`config.mk`:
```
export PLATFORM = sky130hd
export DESIGN_NAME = countdown_seq_ctrl
export DESIGN_NICKNAME = d
export VERILOG_FILES = /design/src/rtl/countdown_pkg.sv /design/src/rtl/down_counter.sv /design/src/rtl/countdown_seq_ctrl.sv
export SDC_FILE = /design/constraint.sdc
export NUM_CORES = 1
export LEC_CHECK = 0
export ABC_AREA = 1
export CAP_MARGIN = 20
export CORE_MARGIN = 8
export CORE_UTILIZATION = 50
export CTS_CLUSTER_DIAMETER = 200
export CTS_CLUSTER_SIZE = 10
export DETAILED_ROUTE_END_ITERATION = 6
export PLACE_DENSITY = 0.79
export SYNTH_ARGS = -nofsm -noshare
export SYNTH_HDL_FRONTEND = slang
export SYNTH_SLANG_ARGS = --single-unit
```
`constraint.sdc`:
```
create_clock -name clk -period 1.79 [get_ports clk]
set_input_delay 0.358 -clock clk [delete_from_list [all_inputs] [get_ports clk]]
set_output_delay 0.358 -clock clk [all_outputs]
set_load 0.05 [all_outputs]
```
`src/rtl/countdown_pkg.sv`:
```
// Shared definitions for the countdown sequencer.
//   state_e     : controller FSM state enumeration and encoding
//   CNT_RST_VAL : value the count and reload registers take on reset
package countdown_pkg;

  typedef enum logic [1:0] {
    ST_IDLE = 2'd0,
    ST_RUN  = 2'd1,
    ST_DONE = 2'd2
  } state_e;

  localparam int unsigned CNT_RST_VAL = 0;

endpackage

```
`src/rtl/down_counter.sv`:
```
// Loadable down counter used as the countdown datapath.
//   clk      : clock, rising edge
//   rst      : synchronous active-low reset
//   load     : load load_val this edge (has priority over dec)
//   load_val : value to load
//   dec      : decrement by one this edge; saturates at zero
//   count    : registered count value
//   zero     : count is zero
module down_counter
  import countdown_pkg::*;
#(
  parameter int NBITS = 4
) (
  input  logic             clk,
  input  logic             rst,
  input  logic             load,
  input  logic [NBITS-1:0] load_val,
  input  logic             dec,
  output logic [NBITS-1:0] count,
  output logic             zero
);

  logic [NBITS-1:0] count_q;
  logic [NBITS-1:0] count_d;

  always_comb begin
    count_d = count_q;
    if (load) begin
      count_d = load_val;
    end else if (dec && (count_q != '0)) begin
      count_d = count_q - NBITS'(1);
    end
  end

  always_ff @(posedge clk) begin
    if (!rst) begin
      count_q <= NBITS'(CNT_RST_VAL);
    end else begin
      count_q <= count_d;
    end
  end

  assign count = count_q;
  assign zero  = (count_q == '0);

endmodule

```
`src/rtl/countdown_seq_ctrl.sv`:
```
// Countdown sequencer: start loads a value, the count runs down to zero,
// then either reloads (auto-reload) or parks in DONE.
//   clk         : clock, rising edge
//   rst         : synchronous active-low reset
//   start       : launch a countdown (ignored while busy)
//   load_val    : start value, captured on an accepted start
//   auto_reload : reload mode, captured on an accepted start
//   hold        : freeze the countdown while high
//   abort       : return to IDLE with count cleared
//   count       : current count
//   busy        : high in RUN
//   tc_pulse    : one-cycle strobe on the edge the count reaches zero
//   done        : high in DONE
module countdown_seq_ctrl
  import countdown_pkg::*;
#(
  parameter int NBITS = 4
) (
  input  logic             clk,
  input  logic             rst,
  input  logic             start,
  input  logic [NBITS-1:0] load_val,
  input  logic             auto_reload,
  input  logic             hold,
  input  logic             abort,
  output logic [NBITS-1:0] count,
  output logic             busy,
  output logic             tc_pulse,
  output logic             done
);

  state_e           state_q, state_d;
  logic [NBITS-1:0] reload_q, reload_d;
  logic             mode_q, mode_d;
  // Set when a countdown was launched from zero and its single terminal
  // strobe has not yet been emitted.
  logic             zero_pend_q, zero_pend_d;
  logic             tc_q, tc_d;
  logic             busy_q, busy_d;
  logic             done_q, done_d;

  logic             cnt_load;
  logic [NBITS-1:0] cnt_load_val;
  logic             cnt_dec;
  logic [NBITS-1:0] cnt_val;
  logic             cnt_zero;

  down_counter #(.NBITS(NBITS)) u_down_counter (
    .clk      (clk),
    .rst      (rst),
    .load     (cnt_load),
    .load_val (cnt_load_val),
    .dec      (cnt_dec),
    .count    (cnt_val),
    .zero     (cnt_zero)
  );

  always_comb begin
    state_d      = state_q;
    reload_d     = reload_q;
    mode_d       = mode_q;
    zero_pend_d  = zero_pend_q;
    tc_d         = 1'b0;
    cnt_load     = 1'b0;
    cnt_load_val = reload_q;
    cnt_dec      = 1'b0;

    if (abort) begin
      state_d      = ST_IDLE;
      zero_pend_d  = 1'b0;
      cnt_load     = 1'b1;
      cnt_load_val = '0;
    end else begin
      case (state_q)
        ST_IDLE, ST_DONE: begin
          if (start) begin
            state_d      = ST_RUN;
            reload_d     = load_val;
            mode_d       = auto_reload;
            zero_pend_d  = (load_val == '0);
            cnt_load     = 1'b1;
            cnt_load_val = load_val;
          end
        end
        ST_RUN: begin
          if (!hold) begin
            if (!cnt_zero) begin
              cnt_dec = 1'b1;
              tc_d    = (cnt_val == NBITS'(1));
            end else if (zero_pend_q) begin
              // Zero load: strobe once, then finish on the following edge.
              tc_d        = 1'b1;
              zero_pend_d = 1'b0;
            end else if (mode_q && (reload_q != '0)) begin
              cnt_load     = 1'b1;
              cnt_load_val = reload_q;
            end else begin
              state_d = ST_DONE;
            end
          end
        end
        default: state_d = ST_IDLE;
      endcase
    end

    busy_d = (state_d == ST_RUN);
    done_d = (state_d == ST_DONE);
  end

  always_ff @(posedge clk) begin
    if (!rst) begin
      state_q     <= ST_IDLE;
      reload_q    <= NBITS'(CNT_RST_VAL);
      mode_q      <= 1'b0;
      zero_pend_q <= 1'b0;
      tc_q        <= 1'b0;
      busy_q      <= 1'b0;
      done_q      <= 1'b0;
    end else begin
      state_q     <= state_d;
      reload_q    <= reload_d;
      mode_q      <= mode_d;
      zero_pend_q <= zero_pend_d;
      tc_q        <= tc_d;
      busy_q      <= busy_d;
      done_q      <= done_d;
    end
  end

  assign count    = cnt_val;
  assign busy     = busy_q;
  assign tc_pulse = tc_q;
  assign done     = done_q;

endmodule
```
* Word-level counts from Yosys, hierarchy flattened
Cells that the tools add are included.
** Cells by class
- Reduce and logical (&&, ||, !) cells :: 14
- Add/sub/neg operators :: 1
- Muxes and demuxes :: 29
- Eq/ne operators :: 8
- Bitwise logic cells :: 3
** Operators with widths (number)
- 4-bit two-way mux :: 5
- 1-bit two-way mux :: 15
- 2-bit two-way mux :: 6
- 4-bit zero test :: 2
- 4-bit nonzero test :: 2
- 2-bit inequality test (second input constant) :: 3
- 2-bit by 1-bit == test with 1-bit output (second input constant) :: 2
- 2-bit == test (second input constant) :: 2
- 4-bit by 1-bit == test with 1-bit output (second input constant) :: 1
- 1-bit case mux with 2 select lines :: 2
- 2-bit case mux with 2 select lines :: 1
- 4-bit AND reduction :: 1
- 2-bit nonzero test :: 2
- 2-bit OR reduction :: 2
- 4-bit OR reduction :: 1
- 4-bit by 1-bit subtractor with 4-bit output (second input constant) :: 1
- 1-bit NOT :: 3
- 3-bit AND reduction :: 1
- 1-bit logical AND :: 2
- 2-bit zero test :: 1
** Storage, ports and cells
- Register bits :: 15
- Word-level logic and storage cells :: 63
- Input port bits :: 10
- Output and inout bits :: 7

* Longest topological paths before layout
- Depth in word-level cells :: 9
- Depth in mapped cells :: 11
- Depth with buffers taken out :: 10

* Hierarchy
From an unflattened synthesis, not the netlist that was laid out.
** Unflattened totals
- Cells, all modules :: 122
- Area, all modules :: 817.0 µm²
** By module, submodules not included
- countdown_seq_ctrl :: area each 543.0 µm², sequential area each 220.2 µm², times used 1, cells each 81
- down_counter :: area each 274.0 µm², sequential area each 80.1 µm², times used 1, cells each 41

* Least setup slack after synthesis
Ideal clock, no wire load.
- Path type :: reg-to-reg
- Start :: register u_down_counter.count_q[0], in the netlist u_down_counter.count[0]
- End :: register u_down_counter.count_q[2], in the netlist u_down_counter.count[2]
- Library setup time :: 0.109 ns
- Clock period less this slack :: 1.733 ns
- Data arrival time :: 1.624 ns
- Stages on the path, launching flop included :: 11
- Required time :: 1.681 ns
- Setup slack :: 0.057 ns
- Path buffers :: 0
- Path through :: dfxtp_1 inv_1 ha_1 nand2_4 nor2_4 nand2_4 nand2_4 nand2_2 nand3_2 nand2_1 inv_1
** Between the ends
- Longest elaborated chain between the ends :: 7
- Elaborated cells between the ends (all ways) :: 15
- Those cells by class :: add/sub: 1; mux: 10; reduce/logical: 4
** Ends and longest elaborated chain
- start: declaration :: RTL line down_counter.sv:23 : logic [NBITS-1:0] count_q;
- start signal: assignment :: RTL line down_counter.sv:37 : count_q <= NBITS'(CNT_RST_VAL);
- start signal: assignment :: RTL line down_counter.sv:39 : count_q <= count_d;
- 4-bit zero test :: RTL line down_counter.sv:44 : assign zero = (count_q == '0);
- 1-bit two-way mux :: RTL line countdown_seq_ctrl.sv:87 : if (!cnt_zero) begin
- 1-bit two-way mux :: RTL line countdown_seq_ctrl.sv:86 : if (!hold) begin
- 1-bit two-way mux :: RTL line countdown_seq_ctrl.sv:74 : case (state_q)
- 1-bit two-way mux :: RTL line countdown_seq_ctrl.sv:68 : if (abort) begin
- 1-bit logical AND :: RTL line down_counter.sv:30 : end else if (dec && (count_q != '0)) begin
- 2-bit nonzero test (no line)
Several ways; a longest one is shown, not always the timed one. The select of a mux whose other input is x is not followed.
A chain may end at the register's enable or synchronous reset.

* Worst setup path in the final report
Ends and elaborated chain as after synthesis.

==> impl_metrics.csv <==
group,metric,value,unit
synth,synthesis.yosys.warnings,0,
global_routing,largest_net_degree_at_the_start_of_global_routing,11,
floorplan,die_h,59.2,um
global_routing,grt_pass1_wl,3.37,mm
placement,detailedPlacementHpwl,1.57,mm
global_routing,grt.total_usage,0.121,
job,max_cap_viol_count,0,
clock_tree,post_cts.repair.setup_buffers,0,
detailed_routing,route.detailed.vias_per_inst,5.02,
worst_setup_path,rr_startpoint,"u_down_counter.count[0]",
worst_setup_path,depth_of_the_most_critical_reg_to_reg_path,10,
sta,worst-slew-pin-transition,0.425,ns
floorplan,coreArea,1750,um^2
synth,syn_inst,126,
floorplan,num_io_pins,17,
finish,antennaDiodeCount,0,
synth,yosysTopAreaCell,"dfxtp_1",
outcome,status,"finished clean",
clock_tree,cts_tree,"built",
sta,slew_violations,0,
detailed_routing,detail_route.iter0.violations,13,
worst_setup_path,internal_reg_to_reg_setup_slack,0.31,ns
global_routing,first_global_vias,828,
floorplan,area_of_the_die,3510,um^2
clock_tree,cts_htree_levels,1,
detailed_routing,post-route-drc-count,0,
global_routing,overflow,0,
sta,rsz0062_at_grt,"false",
synth,ys_ff_latch,15,
floorplan,die_x,59.2,um
detailed_routing,vias,859,
hold_path,hold_start,"reload_q[3]",
finish,stdcell_area,1140,um^2
sta,maxClockFrequency,0.674,GHz
clock_tree,clock_sink_count,15,
clock_tree,cts_inserted_buffers,3,
finish,layout.area.seq,300,um^2
clock_tree,cts_repair_resize_count,0,
synth,synth_sequential_area_ratio,0.321,
placement,place_congestion,0.844,
power_and_ir_drop,worst_ir_drop_vdd,0.486,mV
placement,port_buffer_count,16,
worst_setup_path,critical_path.max_fanout,9,
sta,relSlewSlack,0.714,
hold_path,worstHoldPathCells,2,
synth,netlist_top_cells_area,"dfxtp_1 32%, nand2_1 12%, nand2_4 6.0%, nor2_4 6.0%, inv_1 5.6%",
detailed_routing,route.detailed.wl_per_inst,11.2,um
power_and_ir_drop,leak_pwr,0.000518,uW
sta,period_needed,1.48,ns
worst_setup_path,rr_endpoint,"u_down_counter.count[2]",
sta,setup_viol,0,
detailed_routing,wirelength_routed,1.92,mm
clock_tree,hold_buffer_count_at_cts,0,
hold_path,worstHoldPathType,"reg2reg",
worst_setup_path,worst_ep_required_time,1.98,ns
synth,post_synth_num_cell_types,25,
placement,placement.cell_area,1120,um^2
sta,hold_viol,0,
synth,yosys_top_cell_area_share,0.321,
sta,fin_clk_skew,0.00934,ns
detailed_routing,number_of_antenna_violating_nets_in_the_routed_design,0,
worst_setup_path,worst_ep_arrival_time,1.67,ns
global_routing,grt_antenna_before_repair,0,
synth,synthesis.nets,139,
clock_tree,clk_latency,0.29,ns
detailed_routing,first_pass_iters,4,
clock_tree,clkTransAtPathRegs,0.09,ns
sta,post-route-period-util,0.829,
clock_tree,clockBufferDepth,2,
finish,area_of_combinational_cells_with_multiple_inputs,552,um^2
finish,layout.filler_cells,160,
finish,flow.area_growth_from_synthesis,22.4,%
floorplan,placement_rows,15,
worst_setup_path,crit_start,"u_down_counter.count[0]",
synth,post_synth_instance_area,935,um^2
worst_setup_path,worstSetupEndpointType,"flop",
power_and_ir_drop,power_density,682,nW/um^2
synth,postSynthAreaPerCell,7.42,um^2
sta,setup-tns-final,0,ns
finish,final_nets,160,
finish,fraction_of_layout_cells_with_a_size_suffix_above_1,0.233,
hold_path,timing.hold.worst_endpoint,"reload_q[3]",
floorplan,start_util,0.535,
worst_setup_path,setup.worst_path.class,"reg2reg",
worst_setup_path,worst_setup_path_start_kind,"flop",
clock_tree,cts.root.buffer_cell,"clkbuf_4",
-- cell usage in the layout, fill, tap and decap left out, types with 3 or more instances in the layout --
cell	synthesis	final
a21oi_1	7	7
a21oi_2	3	3
buf_4	0	8
clkbuf_4	0	3
clkdlybuf4s50_1	0	9
dfxtp_1	15	15
ha_1	3	3
inv_1	14	14
inv_2	3	3
nand2_1	31	31
nand2_4	5	5
nand3_1	7	7
nand4_1	8	8
nor2_1	7	7
nor2_4	5	5
-- logic make-up after synthesis --
group	after synthesis	synth area share
xor gates and xnor gates	1	0.00937
AOI/OAI and AO/OA	16	0.108
DFF	15	0.321
buffers and inverters	19	0.0883
and+or+nand+nor	72	0.432
adders and majority gates	3	0.0402
-- metal layers --
metal	GRT usage	part of all wire	wire length [um]
met1	0.131	0.43	830
met2	0.214	0.48	924
met3	0.0390	0.073	140
met4	0.0410	0.014	26
met5	0	0	0
-- metrics by stage --
| step | instances | worst slack (ns) | total power [uW] | hold slack, ns | utilization |
|---|---|---|---|---|---|
| after floorplan | 126 | 0.0568 | 524 | 0.436 | - |
| after global placement | 167 | 0.115 | 586 | 0.469 | 0.640 |
| after detailed placement | 167 | 0.0805 | 591 | 0.479 | 0.640 |
| after CTS | 171 | 0.322 | 789 | 0.492 | 0.655 |
| after global routing | 171 | 0.208 | 828 | 0.501 | 0.655 |
| final | 171 | 0.307 | 780 | 0.488 | 0.655 |
-- critical path: stages, from the launching register on --
cell and delay [ns]:
dfxtp_1 0.40, inv_1 0.12, ha_1 0.26, nand2_4 0.14, nor2_4 0.06, nand2_4 0.11
nand2_4 0.07, nand2_2 0.06, nand3_2 0.06, nand2_1 0.06, inv_1 0.04
-- worst max path at each step --
stage / slack (ns) / endpoint / depth (start not counted)
after floorplan: 0.06 / u_down_counter.count[2] / 10
after global routing: 0.21 / u_down_counter.count[2] / 10
after global placement: 0.11 / u_down_counter.count[2] / 8
after CTS: 0.32 / u_down_counter.count[2] / 10
final: 0.31 / u_down_counter.count[2] / 10
after detailed placement: 0.08 / u_down_counter.count[2] / 8
-- final cells by class --
type                            instances  share of cell area
Timing Repair Buffer                   18               0.149
Inverter                               17              0.0558
Sequential cell                        15               0.263
Tap cell                               25              0.0274
Multi-Input combinational cell         92               0.482
Clock buffer                            4              0.0230
-- cells in the mapped netlist (all sizes together) --
library cell	instances
a211oi	2
a21oi	10
a22oi	1
buf	1
clkbuf	1
dfxtp	15
ha	3
inv	17
nand2	38
nand3	9
nand3b	1
nand4	8
nor2	14
nor3	1
nor4	1
o211ai	1
o21ai	2
xor2	1
-- flip-flops by register name, summed over array words and instances (netlist names) --
| signal | count |
|---|---|
| u_down_counter.count | 4 |
| mode_q | 1 |
| state_q | 2 |
| done | 1 |
| busy | 1 |
| zero_pend_q | 1 |
| tc_pulse | 1 |
| reload_q | 4 |
-- where the power goes --
part | total [uW] | switching (uW) | internal, uW
sequential | 364 | 14.3 | 350
combinational | 219 | 134 | 84.1
clock | 197 | 110 | 86.7
total | 780 | 259 | 521
(Power assumes the default switching activity.)
